`config.mk`:
```
export PLATFORM = sky130hd
export DESIGN_NAME = decoder_nx2pn_pulse
export DESIGN_NICKNAME = d
export VERILOG_FILES = /design/src/rtl/decoder_nx2pn_pulse_pkg.sv /design/src/rtl/decoder_nx2pn_pulse_dec.sv /design/src/rtl/decoder_nx2pn_pulse.sv
export SDC_FILE = /design/constraint.sdc
export NUM_CORES = 1
export LEC_CHECK = 0
export CAP_MARGIN = 20
export CORE_AREA = 2 2 39 41
export DETAILED_ROUTE_END_ITERATION = 7
export DIE_AREA = 0 0 41 43
export GPL_TIMING_DRIVEN = 0
export SETUP_SLACK_MARGIN = 0.15
export SKIP_CTS_REPAIR_TIMING = 1
export SLEW_MARGIN = 25
export SYNTH_ARGS = -nofsm -noshare
export SYNTH_HDL_FRONTEND = slang
export SYNTH_SLANG_ARGS = --single-unit
```
`constraint.sdc`:
```
create_clock -name CLK -period 1 [get_ports CLK]
set_input_delay 0.2 -clock CLK [delete_from_list [all_inputs] [get_ports CLK]]
set_output_delay 0.2 -clock CLK [all_outputs]
set_load 0.005 [all_outputs]
```
`src/rtl/decoder_nx2pn_pulse_pkg.sv`:
```
// Shared types and helpers for the pulsed N-to-2**N one-hot decoder.
package decoder_nx2pn_pulse_pkg;

    localparam int unsigned MAX_N   = 10;
    localparam int unsigned MAX_OUT = 1 << MAX_N;

    typedef enum logic {
        IDLE   = 1'b0,
        ACTIVE = 1'b1
    } state_t;

    // Returns 1<<idx, or zero when idx does not fit in an n-bit index.
    function automatic logic [MAX_OUT-1:0] onehot_of(input int unsigned idx, input int unsigned n);
        logic [MAX_OUT-1:0] r;
        r = '0;
        if (n <= MAX_N && idx < (32'd1 << n)) begin
            r = MAX_OUT'(1) << idx;
        end
        return r;
    endfunction

endpackage

```
`src/rtl/decoder_nx2pn_pulse_dec.sv`:
```
// Purely combinational N-to-2**N one-hot decoder.
module decoder_nx2pn
    import decoder_nx2pn_pulse_pkg::*;
#(
    parameter int unsigned N = 2
) (
    input  logic [N-1:0]        idx,
    output logic [(1<<N)-1:0]   onehot
);

    localparam int unsigned W = 1 << N;

    always_comb begin
        onehot = '0;
        for (int unsigned i = 0; i < W; i++) begin
            onehot[i] = |(onehot_of(32'(idx), N) & (MAX_OUT'(1) << i));
        end
    end

endmodule

```
`src/rtl/decoder_nx2pn_pulse.sv`:
```
// Sequential one-hot decoder: each accepted index drives its output line for
// PULSE_LEN cycles; a one-entry pending buffer chains pulses without a gap.
module decoder_nx2pn_pulse
    import decoder_nx2pn_pulse_pkg::*;
#(
    parameter int unsigned N         = 2,
    parameter int unsigned PULSE_LEN = 1
) (
    input  logic                CLK,
    input  logic                RST,
    input  logic                IN_VALID,
    output logic                IN_READY,
    input  logic [N-1:0]        IN,
    output logic [(1<<N)-1:0]   OUT,
    output logic                OUT_ACTIVE,
    output logic                DONE
);

    localparam int unsigned   CW       = $clog2(PULSE_LEN + 1);
    localparam logic [CW-1:0] CNT_LOAD = CW'(PULSE_LEN - 1);

    state_t              state;
    logic [CW-1:0]       cnt;
    logic                pend_v;
    logic [N-1:0]        pend_idx;
    logic [N-1:0]        dec_idx;
    logic [(1<<N)-1:0]   dec_out;
    logic                accept;
    logic                last;

    assign IN_READY   = !RST && !pend_v;
    assign accept     = IN_VALID && IN_READY;
    assign last       = (state == ACTIVE) && (cnt == '0);
    assign DONE       = last;
    assign OUT_ACTIVE = |OUT;

    // The pending entry always wins at a pulse boundary; IN_READY is low then.
    assign dec_idx = pend_v ? pend_idx : IN;

    decoder_nx2pn #(.N(N)) u_dec (
        .idx    (dec_idx),
        .onehot (dec_out)
    );

    always_ff @(posedge CLK or posedge RST) begin
        if (RST) begin
            state    <= IDLE;
            cnt      <= '0;
            pend_v   <= 1'b0;
            pend_idx <= '0;
            OUT      <= '0;
        end else begin
            case (state)
                IDLE: begin
                    if (accept) begin
                        OUT   <= dec_out;
                        cnt   <= CNT_LOAD;
                        state <= ACTIVE;
                    end
                end
                ACTIVE: begin
                    if (cnt != '0) begin
                        cnt <= cnt - CW'(1);
                        if (accept) begin
                            pend_v   <= 1'b1;
                            pend_idx <= IN;
                        end
                    end else if (pend_v) begin
                        OUT    <= dec_out;
                        pend_v <= 1'b0;
                        cnt    <= CNT_LOAD;
                    end else if (accept) begin
                        OUT <= dec_out;
                        cnt <= CNT_LOAD;
                    end else begin
                        OUT   <= '0;
                        state <= IDLE;
                    end
                end
                default: begin
                    state <= IDLE;
                    OUT   <= '0;
                end
            endcase
        end
    end

    a_active_onehot: assert property (@(posedge CLK) disable iff (RST)
        (state == ACTIVE) |-> $onehot(OUT));
    a_idle_zero: assert property (@(posedge CLK) disable iff (RST)
        (state == IDLE) |-> (OUT == '0));

endmodule
```
==> out/qor.yml, run 1 <==
run_status: "finished with violations"
violations: "setup timing"
critPathRequiredTime_ns: 0.80
fin_crit_ns: 1.45
worstReg2RegStart: "state$_DFF_PP0_"
viasPerCell: 4.04
overflow: 0
grt_max_degree: 7
path_clk_slew_ns: 0.04
numPortBuffers: 11
drcViolationCount: 0
fp.dieW_um: 41
synth_cells: 20
stdcell_count: 57
die_y_um: 43
grt_pass1_wl_um: 786
grt_usage: 0.0817
switching_share: 0.240
antenna_found_initial: 0
wl_um: 564
worst_pin_slew_ns: 0.210
cpPeakStageDelay_ns: 0.51
reg2reg_slack_ns: 0.08
first_pass_iters: 1
finalWorstSetupSlack_ns: -0.450
crit_slowest_cell: "or4_1"
numCtsBuffers: 3
seq_area_frac_synth: 0.526
pwr-share-seq: 0.394
finish.instance_area_um2: 428
rows: 14
path_cells: "or4_1 -> clkbuf_2"
combPwrFrac: 0.192
power.leakage_uw: 0.000247
total_power_uw: 578
ant_nets: 0
skew_ns: 0.000531
setup_violations: 1
cp_max_fo: 3
rsz0062_at_grt: "true"
reg2reg_to: "OUT[0]$_DFFE_PP0P_"
cp-start-kind: "register"
cp-end-kind: "output port"
p_int_uw: 439
dieArea_um2: 1760
ys_warn_count: 0
clkLatencyLatePin_ns: 0.25
initial_core_util: 0.172
gp_congestion: 0.649
pre_cts_ws_ns: -0.669
coreArea_um2: 1380
clockBufferDepth: 2
peakVddDrop_v: 0.000423
max_freq_mhz: 690
cts_tree: "yes"
rr_worst_depth: 3
synth_cell_types: 13
syn_to_final_growth_pct: 80.0
cts-root-buf: "clkbuf_4"
finalHoldViolCount: 0
min_path_type: "input pin to asynchronous set/reset pin"
report.final.slew_viol_count: 0
io_pins: 12
placed_cells: 47
wire_per_inst_um: 9.89
synthesis.area_um2: 238
min_period_over_period: 1.45
crit_type: "register to output port"
syn_nets: 25
drive_above_1_share: 0.415
grt_pass1_vias: 180
vias: 230
n_antenna_cell: 0
p_sw_uw: 138
dp_hpwl_um: 360
p_clk_frac: 0.414
arrival_ns: 1.25
relSlewSlack: 0.860
cts_sinks: 5
avgSynthCellArea_um2: 11.9
drt_iter0_drc: 0
final_util: 0.309
final_nets: 47
yosys_register_bits: 5
pwr_density_cell_nw_per_um2: 1350
placedInstanceArea_um2: 368
drv_cap: 0
htree_levels: 1
power by group through the flow:
| stage | logic (uW) | clock network [uW] | registers (uW) |
|---|---|---|---|
| after CTS | 110 | 248 | 228 |
| after global placement | 110 | 0 | 230 |
| after global routing | 123 | 277 | 229 |
| after detailed placement | 110 | 0 | 231 |
| final | 111 | 239 | 228 |
| after floorplan | 36.0 | 0 | 230 |
critical path, delay by kind of cell (launching register included):
family                 cells  cell delay (ns)
buffers and inverters      1             0.12
flip-flops                 1             0.37
AND/OR/NAND/NOR            1             0.51
worst max-delay path by stage:
stage | from | end | slack, ns | cells past startpoint
detailed placement | RST | IN_READY | -0.67 | 3
finish | OUT[1]$_DFFE_PP0P_ | OUT_ACTIVE | -0.45 | 2
global placement | RST | IN_READY | -0.66 | 3
floorplan | OUT[1]$_DFFE_PP0P_ | OUT_ACTIVE | -0.10 | 1
CTS | OUT[1]$_DFFE_PP0P_ | OUT_ACTIVE | -0.79 | 2
global route | OUT[1]$_DFFE_PP0P_ | OUT_ACTIVE | -0.52 | 2
layout make-up:
type                       instances  area [um^2]
tap                               16         20.0
clock buffer                       4         26.3
sequential                         5          125
inverter                           1         3.75
timing repair buffer              17          140
fill                             157          956
multi-input combinational         14          113
per-stage QoR:
step / TNS (ns) / hold WS, ns
2_1_floorplan: -0.103 / -0.00436
3_3_place_gp: -2.26 / 0.554
3_5_place_dp: -2.36 / 0.545
4_1_cts: -3.20 / 0.291
5_1_grt: -0.579 / 0.0101
6_report: -0.450 / 0.0181
synthesized netlist by cell type:
cell | count | area, um^2
mux2i_1 | 1 | 10.0
or4_1 | 1 | 7.51
mux2_2 | 1 | 11.3
nor2_1 | 1 | 3.75
or2b_1 | 1 | 7.51
nand4bb_1 | 2 | 22.5
inv_1 | 1 | 3.75
nand2_1 | 1 | 3.75
o21ai_0 | 2 | 10.0
dfrtp_1 | 5 | 125
nor2b_4 | 1 | 13.8
nor2b_1 | 1 | 6.26
nand2b_1 | 2 | 12.5
metal layers:
metal | wire [um] | vias to the layer above | GRT usage | part of all wire
met2 | 196 | 15 | 0.0719 | 0.35
met5 | 0 | - | 0 | 0
met3 | 82 | 4 | 0.0785 | 0.15
li1 | - | 110 | - | -
met4 | 23 | 0 | 0.100 | 0.041
met1 | 261 | 101 | 0.0912 | 0.46
sequential cells by signal, summed over array words and instances, names as in the netlist:
name	cells
OUT	4
state	1
kinds of logic (layout without fill, tap and decap cells):
kind of cell | Yosys count | in the layout | synth area share
simple gates | 10 | 10 | 0.326
flops | 5 | 5 | 0.526
compound gates | 2 | 2 | 0.0421
mux | 2 | 2 | 0.0895
buf+inv | 1 | 22 | 0.0158
placed cells by master (no fill, tap or decap):
cell	n
buf_4	6
dfrtp_1	5
clkbuf_2	5
dlymetal6s2s_1	4
clkbuf_4	3
nand4bb_1	2
nand2b_1	2
clkdlybuf4s50_1	2
nor2b_4	1
or2b_1	1
o21ai_1	1
nand2_1	1
mux2i_1	1
inv_2	1
or4_1	1
nor2b_1	1
nor2_1	1
mux2_4	1
o21ai_0	1
clkbuf_1	1
No activity file was read; power rests on OpenSTA's default activity.
==> inputs of run 2 (changes only) <==
- ABC_AREA: default -> 1
- SKIP_LAST_GASP: default -> 1
==> out/qor.yml, run 2 <==
run_status: "finished with violations"  # unchanged
violations: "setup timing"  # unchanged
dr_wl_met3_um: 45  # was 82 um
crit_end: "OUT_ACTIVE"  # unchanged
synth_cells: 30  # was 20
numCtsBuffers: 3  # unchanged
min_period_over_period: 1.17  # was 1.45
peakVddDrop_v: 0.000406  # was 0.000423 V
syn_to_final_growth_pct: 99.5  # was 80.0%
fin_crit_ns: 1.17  # was 1.45 ns
yosys_register_bits: 5  # unchanged
finalWorstSetupSlack_ns: -0.173  # was -0.450 ns
htree_levels: 1  # unchanged
largestRegisters: "OUT (4), state (1)"  # unchanged
finalHoldViolCount: 0  # unchanged
vias: 259  # was 230
crit_buf_inv: 2  # was 1
grt_pass1_wl_um: 821  # was 786 um
setup_violations: 2  # was 1
crit_slowest_cell: "dfrtp_1"  # was or4_1
clkLatencyLatePin_ns: 0.24  # was 0.25 ns
synth_ff_type: "dfrtp_1"  # unchanged
critPathRequiredTime_ns: 0.80  # about the same
cts_tree: "yes"  # unchanged
viasPerCell: 3.75  # was 4.04
report.final.slew_viol_count: 0  # unchanged
cpPeakStageDelay_ns: 0.38  # was 0.51 ns
final_util: 0.341  # was 0.309
final_cell_mix: "8 x nand2_1, 7 x dlymetal6s2s_1, 6 x buf_4"  # was 6 x buf_4, 5 x dfrtp_1, 5 x clkbuf_2
wl_um: 611  # was 564 um
reg2reg_slack_ns: 0.17  # was 0.08 ns
synth-edff-count: 0  # unchanged
pwr_density_cell_nw_per_um2: 1260  # was 1350 nW/um^2
rsz0062_at_grt: "true"  # unchanged
syn_nets: 35  # was 25
grt_max_degree: 9  # was 7
cp_max_fo: 2  # was 3
path_cells: "buf_6 -> nor2_2 -> nand2_1 -> clkbuf_2"  # was or4_1 -> clkbuf_2
worst_pin_slew_ns: 0.209  # was 0.210 ns
overflow: 0  # unchanged
async_flop_share: 1.00  # unchanged
yosysMostFrequentCell: "nand2_1"  # was dfrtp_1
numPortBuffers: 11  # unchanged
topRoutingLayerUsed: "met3"  # was met4
synthesis.area_um2: 236  # was 238 um^2
yosys-top-cells-count: "8 x nand2_1, 5 x dfrtp_1, 5 x nor2_1"  # was 5 x dfrtp_1, 2 x nand2b_1, 2 x nand4bb_1, 2 x o21ai_0
final_common_cell: "nand2_1"  # was buf_4
crit_type: "register to output port"  # unchanged
grt_pass1_vias: 214  # was 180
ant_nets: 0  # unchanged
drt-met1-wl_um: 205  # was 261 um
die_y_um: 43  # unchanged
max_freq_mhz: 852  # was 690 MHz
gp_congestion: 0.763  # was 0.649
cts-root-buf: "clkbuf_4"  # unchanged
synth_area_leaders: "dfrtp_1 53%, nand2_1 13%, nand3_1 8.5%, nor2_1 7.9%, inv_2 4.8%"  # was dfrtp_1 53%, nand4bb_1 9.5%, nor2b_4 5.8%, nand2b_1 5.3%, mux2_2 4.7%
antenna_found_initial: 0  # unchanged
fill_cells: 164  # was 157
path_clk_slew_ns: 0.05  # was 0.04 ns
grt_usage: 0.0798  # was 0.0817
netlist.area_leader.share: 0.529  # was 0.526
rows: 14  # unchanged
clockBufferDepth: 2  # unchanged
initial_core_util: 0.171  # was 0.172
rr_worst_depth: 4  # was 3
pre_cts_ws_ns: -0.590  # was -0.669 ns
reg2reg_to: "OUT[2]$_DFFE_PP0P_"  # was OUT[0]$_DFFE_PP0P_
final_nets: 59  # was 47
io_pins: 12  # unchanged
worst-path-stages: 4  # was 2
worstReg2RegStart: "OUT[2]$_DFFE_PP0P_"  # was state$_DFF_PP0_
fp.dieW_um: 41  # unchanged
arrival_ns: 0.97  # was 1.25 ns
ys_warn_count: 0  # unchanged
regMostFlops: "OUT"  # unchanged
stdcell_count: 69  # was 57
yosysTopAreaCell: "dfrtp_1"  # unchanged
min_path_type: "input pin to asynchronous set/reset pin"  # unchanged
power.leakage_uw: 0.000325  # was 0.000247 uW
cp-end-kind: "output port"  # unchanged
drv_cap: 0  # unchanged
avgSynthCellArea_um2: 7.88  # was 11.9 um^2
wire_per_inst_um: 8.86  # was 9.89 um
cts_sinks: 5  # unchanged
placed_cells: 57  # was 47
skew_ns: 0.00385  # was 0.000531 ns
wl_met2_um: 359  # was 196 um
coreArea_um2: 1380  # unchanged
cp_top_family: "flip-flops"  # was simple AND/OR/NAND/NOR gates
drt_iter0_drc: 3  # was 0
drcViolationCount: 0  # unchanged
crit_path_start: "OUT[2]$_DFFE_PP0P_"  # was OUT[1]$_DFFE_PP0P_
relSlewSlack: 0.860  # about the same
first_pass_iters: 4  # was 1
dp_hpwl_um: 396  # was 360 um
cp-start-kind: "register"  # unchanged
drive_above_1_share: 0.377  # was 0.415
seq_area_frac_synth: 0.529  # was 0.526
n_antenna_cell: 0  # unchanged
synth_cell_types: 9  # was 13
largest_register_ffs: 4  # unchanged
dieArea_um2: 1760  # unchanged
## run 2: cell types whose count changed in the layout (fill, tap and decap cells not counted), moves of 2 or more
cell and change:
nand2_1 +7, nor2_1 +3, nand4bb_1 -2, nand2b_1 -2
inv_1 +2, dlymetal6s2s_1 +3, clkbuf_2 -2, nand3_1 +3
## run 2: cell families (layout without fill, tap and decap cells)
group         after synthesis  in the layout  synth area share
simple gates               20             20             0.392
flops                       5              5             0.529
buf+inv                     5             28            0.0794
## run 2: final cells by class
type	count	area [um^2]	share of cell area
well taps	16	20.0	0.0424
clock buffers	4	26.3	0.0557
inverters	5	21.3	0.0451
repair buffers	19	179	0.379
multi-input cells	20	100	0.212
flip-flops and latches	5	125	0.265
## run 2: how the worst min path moves through the flow
stage,from,endpoint,slack [ns],depth (start not counted)
floorplan,RST,OUT[0]$_DFFE_PP0P_,-0.03,1
global placement,RST,state$_DFF_PP0_,0.51,2
detailed placement,RST,OUT[1]$_DFFE_PP0P_,0.51,2
CTS,RST,OUT[0]$_DFFE_PP0P_,0.25,2
global route,RST,OUT[1]$_DFFE_PP0P_,0.02,3
finish,RST,OUT[1]$_DFFE_PP0P_,0.01,3
## run 2: tightest hold or removal path: stages
cell and delay [ns]:
dlymetal6s2s_1 0.17, inv_4 0.08, buf_4 0.13
## run 2: per-layer routing
metal	global-route usage	vias to the layer above
met5	0	-
met4	0.120	0
met3	0.0314	0
met2	0.0969	11
met1	0.0787	111
li1	-	137
## run 2: through the flow
step | setup TNS [ns] | cell area [um^2] | hold WS (ns) | total power [uW]
after global placement | -1.76 | 367 | 0.507 | 338
after global routing | -0.422 | 472 | 0.0184 | 635
final | -0.317 | 472 | 0.0135 | 594
after floorplan | 0 | 236 | -0.0265 | 267
after detailed placement | -1.86 | 367 | 0.514 | 340
after CTS | -2.64 | 393 | 0.249 | 581
## run 2: report_power, final
| part | internal, uW | switching, uW | total, uW |
|---|---|---|---|
| Combinational | 75.9 | 53.2 | 129 |
| Clock | 151 | 88.1 | 239 |
| Sequential | 216 | 9.71 | 226 |
| Total | 443 | 151 | 594 |
==> variant (config.mk and constraints of run 1) <==
Make the reset (`RST`) synchronous in one clocked block.
--- a/src/rtl/decoder_nx2pn_pulse.sv
+++ b/src/rtl/decoder_nx2pn_pulse.sv
@@ -42,7 +42,7 @@
         .onehot (dec_out)
     );
 
-    always_ff @(posedge CLK or posedge RST) begin
+    always_ff @(posedge CLK) begin
         if (RST) begin
             state    <= IDLE;
             cnt      <= '0;
Formal check against the unedited RTL: differs if RST is asserted again (counterexample within 4 cycles, from zero or initial values and one cycle with RST high); with RST held inactive, the same outputs for 10 cycles.
==> variant against run 1 <==
The run still ends with setup timing left. Final area down 16%. Maximum frequency up 5.6%. Power shrank 14%. Critical path depth is the same. Final cell count decreased by 11%. Clock power down 8%. Sequential cell count unchanged. Sequential share of layout area rose by 0.13 points. Area after synthesis shrank 16%. Clock skew rose by 2.6 ps. Setup slack improved by 77 ps. Utilization down 5.1 points. Worst hold slack improved by 320 ps. Wire length decreased by 20%. Critical path type unchanged. Highest routed layer is now met3.
==> variant: results (changes against run 1) <==
* Outcome: finished with violations (unchanged)
* Failing checks: setup timing (unchanged)
* Post-DR wirelength/cell at 8.80 µm (was 9.89 µm)
* Reg2reg start: state (unchanged)
* Vias/cell at 3.75 (was 4.04)
* Number of global-route vias before repair at 179 (was 180)
* Placement Setup Slack at -463 ps (was -669 ps)
* Clock slew at reported path FFs at 40 ps (about the same)
* Setup crit start: OUT[0] (was OUT[1])
* Peak VDD IR at 360 µV (was 423 µV)
* Fraction of registers with async set/reset at 0% (was 100%)
* LEAKAGE at 0.187 nW (was 0.247 nW)
* Area contributors post-synth: dfxtp_1 50%, or4b_1 20%, nand2b_1 9.4% (was dfrtp_1 53%, nand4bb_1 9.5%, nor2b_4 5.8%)
* Reg2reg setup slack at 10 ps (was 80 ps)
* Clk_lat worst skew at 230 ps (was 250 ps)
* Commonest cells post-synth: 5 x dfxtp_1, 4 x or4b_1, 3 x nand2b_1, 3 x o21ai_0, 2 x inv_1 (was 5 x dfrtp_1, 2 x nand2b_1, 2 x nand4bb_1, 2 x o21ai_0)
* Most used DFF post-synth: dfxtp_1 (was dfrtp_1)
* CP arrival at 1170 ps (was 1250 ps)
* Register area share after synthesis at 50.0% (was 52.6%)
* DP Area at 332 µm² (was 368 µm²)
* Routability congestion estimate at 0.659 (was 0.649)
* Initial antenna violation count at 0 (unchanged)
* Total number of vias at 191 (was 230)
* Fill count at 153 (was 157)
* Distinct cell type count after synthesis at 8 (was 13)
* Setup WS post-layout at -373 ps (was -450 ps)
* Total GRT Usage at 5.72% (was 8.17%)
* Setup TNS at -648 ps (was -450 ps)
* Worst-Margin Slew at 192 ps (was 210 ps)
* HP Class: input pin to register (was input pin to async pin)
* Clk_skew at 3.14 ps (was 0.531 ps)
* Share of post-route cells with drive strength above 1 at 31.4% (was 41.5%)
* Depth of the most critical reg-to-reg path at 2 (was 3)
* CTS Root Cell: clkbuf_4 (unchanged)
* Final nets at 41 (was 47)
* First DRT Iteration DRCs at 2 (was 0)
* Crit-path max cell delay at 510 ps (about the same)
* TritonRoute pass-1 iters at 2 (was 1)
* Worst r2r dst: OUT[0] (unchanged)
* Top Family by Delay on Critical Path: simple AND/OR/NAND/NOR gates (unchanged)
* Setup violations, final at 2 (was 1)
* Global-route wire length before repair at 627 µm (was 786 µm)
variant: changes by cell type after synthesis, moves of 2 or more:
cell and delta:
or4b_1 +4, dfxtp_1 +5, dfrtp_1 -5, nand4bb_1 -2
variant: through the flow:
stage	util (%)	hold slack, ps
2_1_floorplan	-	303
3_3_place_gp	24.0	545
3_5_place_dp	24.0	544
4_1_cts	25.9	556
5_1_grt	25.9	394
6_report	25.9	342
variant: logic make-up (layout without fill, tap and decap cells):
kind of cell,count (synthesis),in the layout,synth area share [%]
simple gates,9,9,35.0
flops,5,5,50.0
compound gates,4,4,11.2
buf+inv,2,17,3.75
variant: how the worst min path moves through the flow:
| stage | from | endpoint | slack (ps) |
|---|---|---|---|
| CTS | state | OUT[2] | 560 |
| global placement | state | OUT[2] | 540 |
| floorplan | IN[0] | OUT[0] | 300 |
| global route | IN_VALID | OUT[3] | 390 |
| finish | IN_VALID | OUT[2] | 340 |
| detailed placement | state | OUT[3] | 540 |
variant: area by class of cell:
type	instances	area share, %
Sequential cell	5	29.4
Inverter	2	2.10
Multi-Input combinational cell	13	25.9
Tap cell	16	5.59
Timing Repair Buffer	11	29.7
Clock buffer	4	7.34
variant: where the power goes:
part           internal [W]  switching, W  total (W)
Sequential         0.000210    0.00000584   0.000216
Clock              0.000150     0.0000708   0.000221
Combinational     0.0000368     0.0000221  0.0000589
variant: worst register-to-register path, cell delays in order (launching register included):
cell,delay (ps)
dfxtp_2,320
or4b_1,480
o31ai_1,80
variant: per-layer routing:
layer	global-route usage, %	wire length (µm)	vias up
li1	-	-	104
met5	0	0	-
met2	6.88	190	9
met3	3.14	56	0
met1	6.43	202	78
met4	6.00	0	0
